--- src/rtl/bt656_timing_decoder.sv ---
// BT.656 timing reference decoder: finds TRS codes, checks XYZ protection bits and
// regenerates H/V/F aligned to a fixed 4-clock copy of the word stream, with lock status.
module bt656_timing_decoder #(
  parameter int TIMEOUT    = 2048,
  parameter int LOCK_LINES = 2
) (
  input  logic       clk,
  input  logic       reset_n,
  input  logic [9:0] data_in,
  output logic [9:0] data_out,
  output logic       h_out,
  output logic       v_out,
  output logic       f_out,
  output logic       trs_out,
  output logic       trs_error,
  output logic [7:0] err_count,
  output logic       locked
);

  // The detection window and flag alignment below are built around exactly four stages.
  localparam int LATENCY = 4;
  localparam int CW = $clog2(LOCK_LINES + 1);
  localparam logic [11:0]   TIMEOUT_C    = 12'(TIMEOUT);
  localparam logic [CW-1:0] LOCK_LINES_C = CW'(LOCK_LINES);

  typedef enum logic [1:0] {
    UNLOCKED = 2'd0,
    ACQUIRE  = 2'd1,
    LOCKED   = 2'd2
  } lock_state_e;

  function automatic logic xyz_valid(input logic [9:0] w);
    logic f_b, v_b, h_b;
    f_b = w[8];
    v_b = w[7];
    h_b = w[6];
    return w[9] && (w[1:0] == 2'b00) && (w[5] == (v_b ^ h_b)) && (w[4] == (f_b ^ h_b)) &&
           (w[3] == (f_b ^ v_b)) && (w[2] == (f_b ^ v_b ^ h_b));
  endfunction

  logic [9:0]  pipe_r [0:LATENCY-1];
  logic        pre_s, trs_ok_s, trs_bad_s, eav_s, timeout_s;
  logic [2:0]  trs_left_r, trs_left_s;
  logic [2:0]  pend_r, pend_s;
  logic        h_r, v_r, f_r, h_s, v_s, f_s;
  logic        trs_r, trs_s, err_r;
  logic [7:0]  cnt_r, cnt_s;
  logic [11:0] to_cnt_r, to_cnt_s;
  lock_state_e state_r, state_s;
  logic [CW-1:0] eav_cnt_r, eav_cnt_s, eav_inc_s;
  logic        locked_r;

  // The preamble sits in the delay line while the XYZ word is still on data_in,
  // so the flags can be registered in step with the 3FF word leaving the pipe.
  assign pre_s     = (pipe_r[2] == 10'h3FF) && (pipe_r[1] == 10'h000) && (pipe_r[0] == 10'h000);
  assign trs_ok_s  = pre_s && xyz_valid(data_in);
  assign trs_bad_s = pre_s && !xyz_valid(data_in);
  assign eav_s     = trs_ok_s && data_in[6];
  assign timeout_s = !trs_ok_s && (to_cnt_r >= TIMEOUT_C);
  assign eav_inc_s = eav_cnt_r + CW'(1);

  // Word delay line.
  always_ff @(posedge clk or negedge reset_n) begin
    if (!reset_n) begin
      for (int i = 0; i < LATENCY; i++) pipe_r[i] <= 10'd0;
    end else begin
      pipe_r[0] <= data_in;
      for (int i = 1; i < LATENCY; i++) pipe_r[i] <= pipe_r[i-1];
    end
  end

  // Flag, TRS-tag, error and timeout next-state logic.
  always_comb begin
    trs_left_s = trs_left_r;
    trs_s      = 1'b0;
    h_s        = h_r;
    v_s        = v_r;
    f_s        = f_r;
    pend_s     = pend_r;
    if (trs_ok_s) begin
      trs_left_s = 3'd4;
      trs_s      = 1'b1;
      h_s        = 1'b1;
      pend_s     = data_in[8:6];
    end else if (trs_left_r > 3'd1) begin
      trs_left_s = trs_left_r - 3'd1;
      trs_s      = 1'b1;
    end else if (trs_left_r == 3'd1) begin
      trs_left_s        = 3'd0;
      {f_s, v_s, h_s}   = pend_r;
    end else if (timeout_s) begin
      h_s = 1'b1;
    end else begin
      h_s = h_r;
    end

    if (trs_bad_s && (cnt_r != 8'hFF)) begin
      cnt_s = cnt_r + 8'd1;
    end else begin
      cnt_s = cnt_r;
    end

    if (trs_ok_s) begin
      to_cnt_s = 12'd0;
    end else if (to_cnt_r != 12'hFFF) begin
      to_cnt_s = to_cnt_r + 12'd1;
    end else begin
      to_cnt_s = to_cnt_r;
    end
  end

  // Lock FSM next state: errors and timeouts dominate, EAVs advance acquisition.
  always_comb begin
    state_s   = state_r;
    eav_cnt_s = eav_cnt_r;
    if (trs_bad_s || timeout_s) begin
      state_s   = UNLOCKED;
      eav_cnt_s = {CW{1'b0}};
    end else if (eav_s) begin
      case (state_r)
        UNLOCKED, ACQUIRE: begin
          eav_cnt_s = eav_inc_s;
          state_s   = (eav_inc_s >= LOCK_LINES_C) ? LOCKED : ACQUIRE;
        end
        LOCKED:  state_s = LOCKED;
        default: begin
          state_s   = UNLOCKED;
          eav_cnt_s = {CW{1'b0}};
        end
      endcase
    end else begin
      state_s = state_r;
    end
  end

  // State and output registers.
  always_ff @(posedge clk or negedge reset_n) begin
    if (!reset_n) begin
      trs_left_r <= 3'd0;
      pend_r     <= 3'b011;
      h_r        <= 1'b1;
      v_r        <= 1'b1;
      f_r        <= 1'b0;
      trs_r      <= 1'b0;
      err_r      <= 1'b0;
      cnt_r      <= 8'd0;
      to_cnt_r   <= 12'd0;
      state_r    <= UNLOCKED;
      eav_cnt_r  <= {CW{1'b0}};
      locked_r   <= 1'b0;
    end else begin
      trs_left_r <= trs_left_s;
      pend_r     <= pend_s;
      h_r        <= h_s;
      v_r        <= v_s;
      f_r        <= f_s;
      trs_r      <= trs_s;
      err_r      <= trs_bad_s;
      cnt_r      <= cnt_s;
      to_cnt_r   <= to_cnt_s;
      state_r    <= state_s;
      eav_cnt_r  <= eav_cnt_s;
      locked_r   <= (state_s == LOCKED);
    end
  end

  assign data_out  = pipe_r[LATENCY-1];
  assign h_out     = h_r;
  assign v_out     = v_r;
  assign f_out     = f_r;
  assign trs_out   = trs_r;
  assign trs_error = err_r;
  assign err_count = cnt_r;
  assign locked    = locked_r;

endmodule

--- config.mk ---
export PLATFORM = sky130hd
export DESIGN_NAME = bt656_timing_decoder
export DESIGN_NICKNAME = d
export VERILOG_FILES = /design/src/rtl/bt656_timing_decoder.sv
export SDC_FILE = /design/constraint.sdc
export NUM_CORES = 1
export LEC_CHECK = 0
export CORE_MARGIN = 5
export CORE_UTILIZATION = 55
export DETAILED_ROUTE_END_ITERATION = 16
export HOLD_SLACK_MARGIN = 0.05
export PLACE_DENSITY_LB_ADDON = 0.08
export RECOVER_POWER = 100
export SYNTH_ARGS = -nofsm -noshare
export SYNTH_HDL_FRONTEND = slang
export SYNTH_SLANG_ARGS = --single-unit
export TNS_END_PERCENT = 30
--- constraint.sdc ---
create_clock -name clk -period 2.8 [get_ports clk]
set_input_delay 0.28 -clock clk [delete_from_list [all_inputs] [get_ports clk]]
set_output_delay 0.28 -clock clk [all_outputs]
set_load 0.05 [all_outputs]
==> out/qor.csv <==
stage,metric,value,unit
cts,post-CTS setup buffer count,0,
timing,fin crit period,2627,ps
timing,final critical-path share of the clock period,93.82,%
worst_setup_path,Worst setup SP type,flop,
place,PortBufs,35,
die,Core ar.,5507,um^2
die,Top Ports,36,
grt,vias in the first global route,1986,
finish,Multi-input gate area,1037,um^2
worst_setup_path,worst r2r path cells,6,
cts,clock buffer depth,2,
cts,# hold bufs at CTS,1,
synth,Syn Nets,274,
timing,Rel. slew slack,-22.28,%
place,Detail Placement HPWL,3806,um
timing,Slew Limit Fails,36,
finish,Seq. cell area,1907,um^2
detailed_routing,Final ANT Viol Nets,0,
power_and_ir_drop,Final Power,2.915,mW
worst_setup_path,CP startpoint,pipe_r[21]$_DFF_PN0_,
worst_setup_path,Worst EP arrival,2910,ps
job,max_cap viols,1,
worst_setup_path,reg2reg end,eav_cnt_r[1]$_DFFE_PN0P_,
detailed_routing,final wirelength,5343,um
run_status,outcome,"complete, but fails checks",
synth,per-instance average area after synthesis,12.17,um^2
detailed_routing,routed via count,1986,
die,Die Y,85.42,um
cts,TritonCTS clock tree,built,
cts,Worst-Skew Late Latency,340,ps
detailed_routing,number of remaining DRC errors,0,
die,Cell Rows,27,
detailed_routing,Via density,5.324,
detailed_routing,DR pass1 iterations,4,
cts,H-tree Lvls,3,
synth,Post-synth EDFFs,0,
cts,total CTS buffers,9,
finish,FILL cells,431,
synth,top cell type by total area after synthesis,dfrtp_1,
min_path,Hold WC Path Type,reg2reg,
synth,Main synth FF type,dfrtp_1,
die,initial core utilization,56.81,%
detailed_routing,wire per inst,14.32,um
timing,Fin Setup TNS,0,ps
power_and_ir_drop,Pleak,1.661,nW
worst_setup_path,WP data required,3090,ps
worst_setup_path,Setup crit end kind,flop,
finish,share of layout cells above drive strength 1,9.967,%
synth,synth top area cells,"dfrtp_1 58%, xnor2_1 3.6%, dfstp_2 3.4%",
timing,Hold Fails Final Rpt,0,
cts,clock sink total,76,
power_and_ir_drop,PwrDens,782.6,nW/um^2
cts,root buf cell,clkbuf_8,
timing,WHS,369.1,ps
timing,clk_skew,4.516,ps
grt,largest net degree at the start of global routing,36,
timing,worst-margin pin slew,1834,ps
synth,Yosys reg bits,76,
grt,Total GRT Usage,16.67,%
die,chip width,85.42,um
worst_setup_path,worst setup path endpoint,eav_cnt_r[1]$_DFFE_PN0P_,
grt,Overflow after GRT,0,
synth,YS warnings,0,
timing,endpoints failing setup,0,
worst_setup_path,crit path kind,reg2reg,
die,die area,7296,um^2
synth,Mapped Area,3128,um^2
grt,initial antenna violation count,0,
finish,n_diodes,0,
cts,Worst-path clk slew,80,ps
timing,Final Worst Setup Slack,172.9,ps
synth,Synth top area share,57.60,%
timing,RSZ-0062 raised after global routing,false,
detailed_routing,Iteration-0 DRC Markers,67,
timing,max frequency,380.7,MHz
synth,Synth Instances,257,
synth,Synth cell types,50,
cts,post-CTS sizing,0,
run_status,failing checks,"capacitance limit, slew limit",
worst_setup_path,crit path max fanout,13,
grt,global-route wire length before repair,9522,um
place,Setup WS pre-CTS,211.2,ps
place,Final GP Congestion,0.7880,
finish,area grow syn2layout,19.08,%
power_and_ir_drop,Peak supply drop,0.4120,mV
synth,register area share after synthesis,60.96,%
worst_setup_path,worst reg2reg startpoint,pipe_r[21]$_DFF_PN0_,
synth,Synth async-reset ratio,100.0,%
finish,Post-layout nets,313,
worst_setup_path,R2R Setup Slk,170,ps
-- worst max-delay path, stage by stage (launching register included) --
cell,delay (ps)
dfrtp_1,370
or4b_1,540
or4_4,520
or2_0,310
nor3_4,320
clkbuf_2,340
a22o_1,180
-- cells in the final DEF (no fill, tap or decap), types with 7 or more instances in the layout --
| master | synthesis | routed |
|---|---|---|
| nand3_1 | 7 | 7 |
| xnor2_1 | 13 | 13 |
| o21ai_0 | 7 | 8 |
| dlygate4sd3_1 | 0 | 34 |
| nor2_1 | 20 | 20 |
| nand2_1 | 12 | 12 |
| clkbuf_8 | 0 | 9 |
| inv_1 | 13 | 13 |
| dfrtp_1 | 72 | 72 |
| nand2b_1 | 8 | 8 |
-- per-stage QoR --
stage | instance area [um^2] | utilization [%] | instances
floorplan | 3128 | - | 257
global placement | 3517 | 63.87 | 356
detailed placement | 3517 | 63.87 | 356
CTS | 3750 | 68.10 | 373
global route | 3725 | 67.64 | 373
finish | 3725 | 67.64 | 373
-- worst min-delay path by stage --
stage	start	to	slack [ps]	cells after the start
3_5_place_dp	pipe_r[21]$_DFF_PN0_	pipe_r[11]$_DFF_PN0_	350	0
3_3_place_gp	pipe_r[23]$_DFF_PN0_	pipe_r[13]$_DFF_PN0_	350	0
6_report	pipe_r[21]$_DFF_PN0_	pipe_r[11]$_DFF_PN0_	370	0
2_1_floorplan	reset_n	data_out[0]$_DFF_PN0_	-20	0
4_1_cts	pipe_r[21]$_DFF_PN0_	pipe_r[11]$_DFF_PN0_	370	0
5_1_grt	pipe_r[21]$_DFF_PN0_	pipe_r[11]$_DFF_PN0_	380	0
-- state kept, by name, indices dropped and copies added, names as in the netlist, 2 cells and up --
signal and flops:
to_cnt_r 12, pipe_r 30, data_out 10, trs_left_r 3, state_r 2, eav_cnt_r 2, err_count 8, pend_r 3
-- synthesized netlist by cell type (3+ instances only) --
cell type and instances:
dfstp_2 4, inv_1 13, o21ai_0 7, nand2_1 12, nor4b_1 3, nor3_1 3, and3_1 5, ha_1 5
nand3_1 7, nor3b_1 3, mux2_1 6, a21oi_1 4, xnor2_1 13, clkbuf_1 5, nor4_1 3, nor2_1 20
buf_4 11, mux2i_1 3, o22ai_1 3, o211ai_1 6, nand4_1 4, dfrtp_1 72, nand2b_1 8, xor2_1 6
-- layout make-up --
class | instances | share of cell area, %
Sequential cell | 76 | 51.19
Multi-Input combinational cell | 149 | 27.85
Timing Repair Buffer | 47 | 11.25
Clock buffer | 9 | 3.326
Clock inverter | 7 | 2.654
Tap cell | 72 | 2.419
Inverter | 13 | 1.310
-- report_power, final --
group	switching (mW)	internal [mW]	leakage, nW
Sequential	0.122	1.25	0.911
Clock	0.411	0.508	0.110
Combinational	0.368	0.254	0.640
-- kinds of logic (layout without fill, tap and decap cells) --
logic type	after synthesis	after routing	share of synthesized area (%)
XOR/XNOR	19	19	5.320
flip-flops	76	76	60.96
multiplexers	9	9	3.120
buffers and inverters	32	76	5.680
AO/OA/AOI/OAI	38	38	9.120
AND/OR/NAND/NOR	78	78	13.80
adder cells (fa/ha/maj)	5	5	2.000
-- per-layer routing --
layer  global-route usage [%]  part of all wire (%)  vias to the layer above
met2                    24.58                    44                       40
met3                    5.437                   4.1                        9
met4                    6.331                   1.4                        0
li1                         -                     -                      963
met1                    23.02                    50                      974
met5                        0                     0                        -
Note: power is estimated with default switching activity, not from simulation.
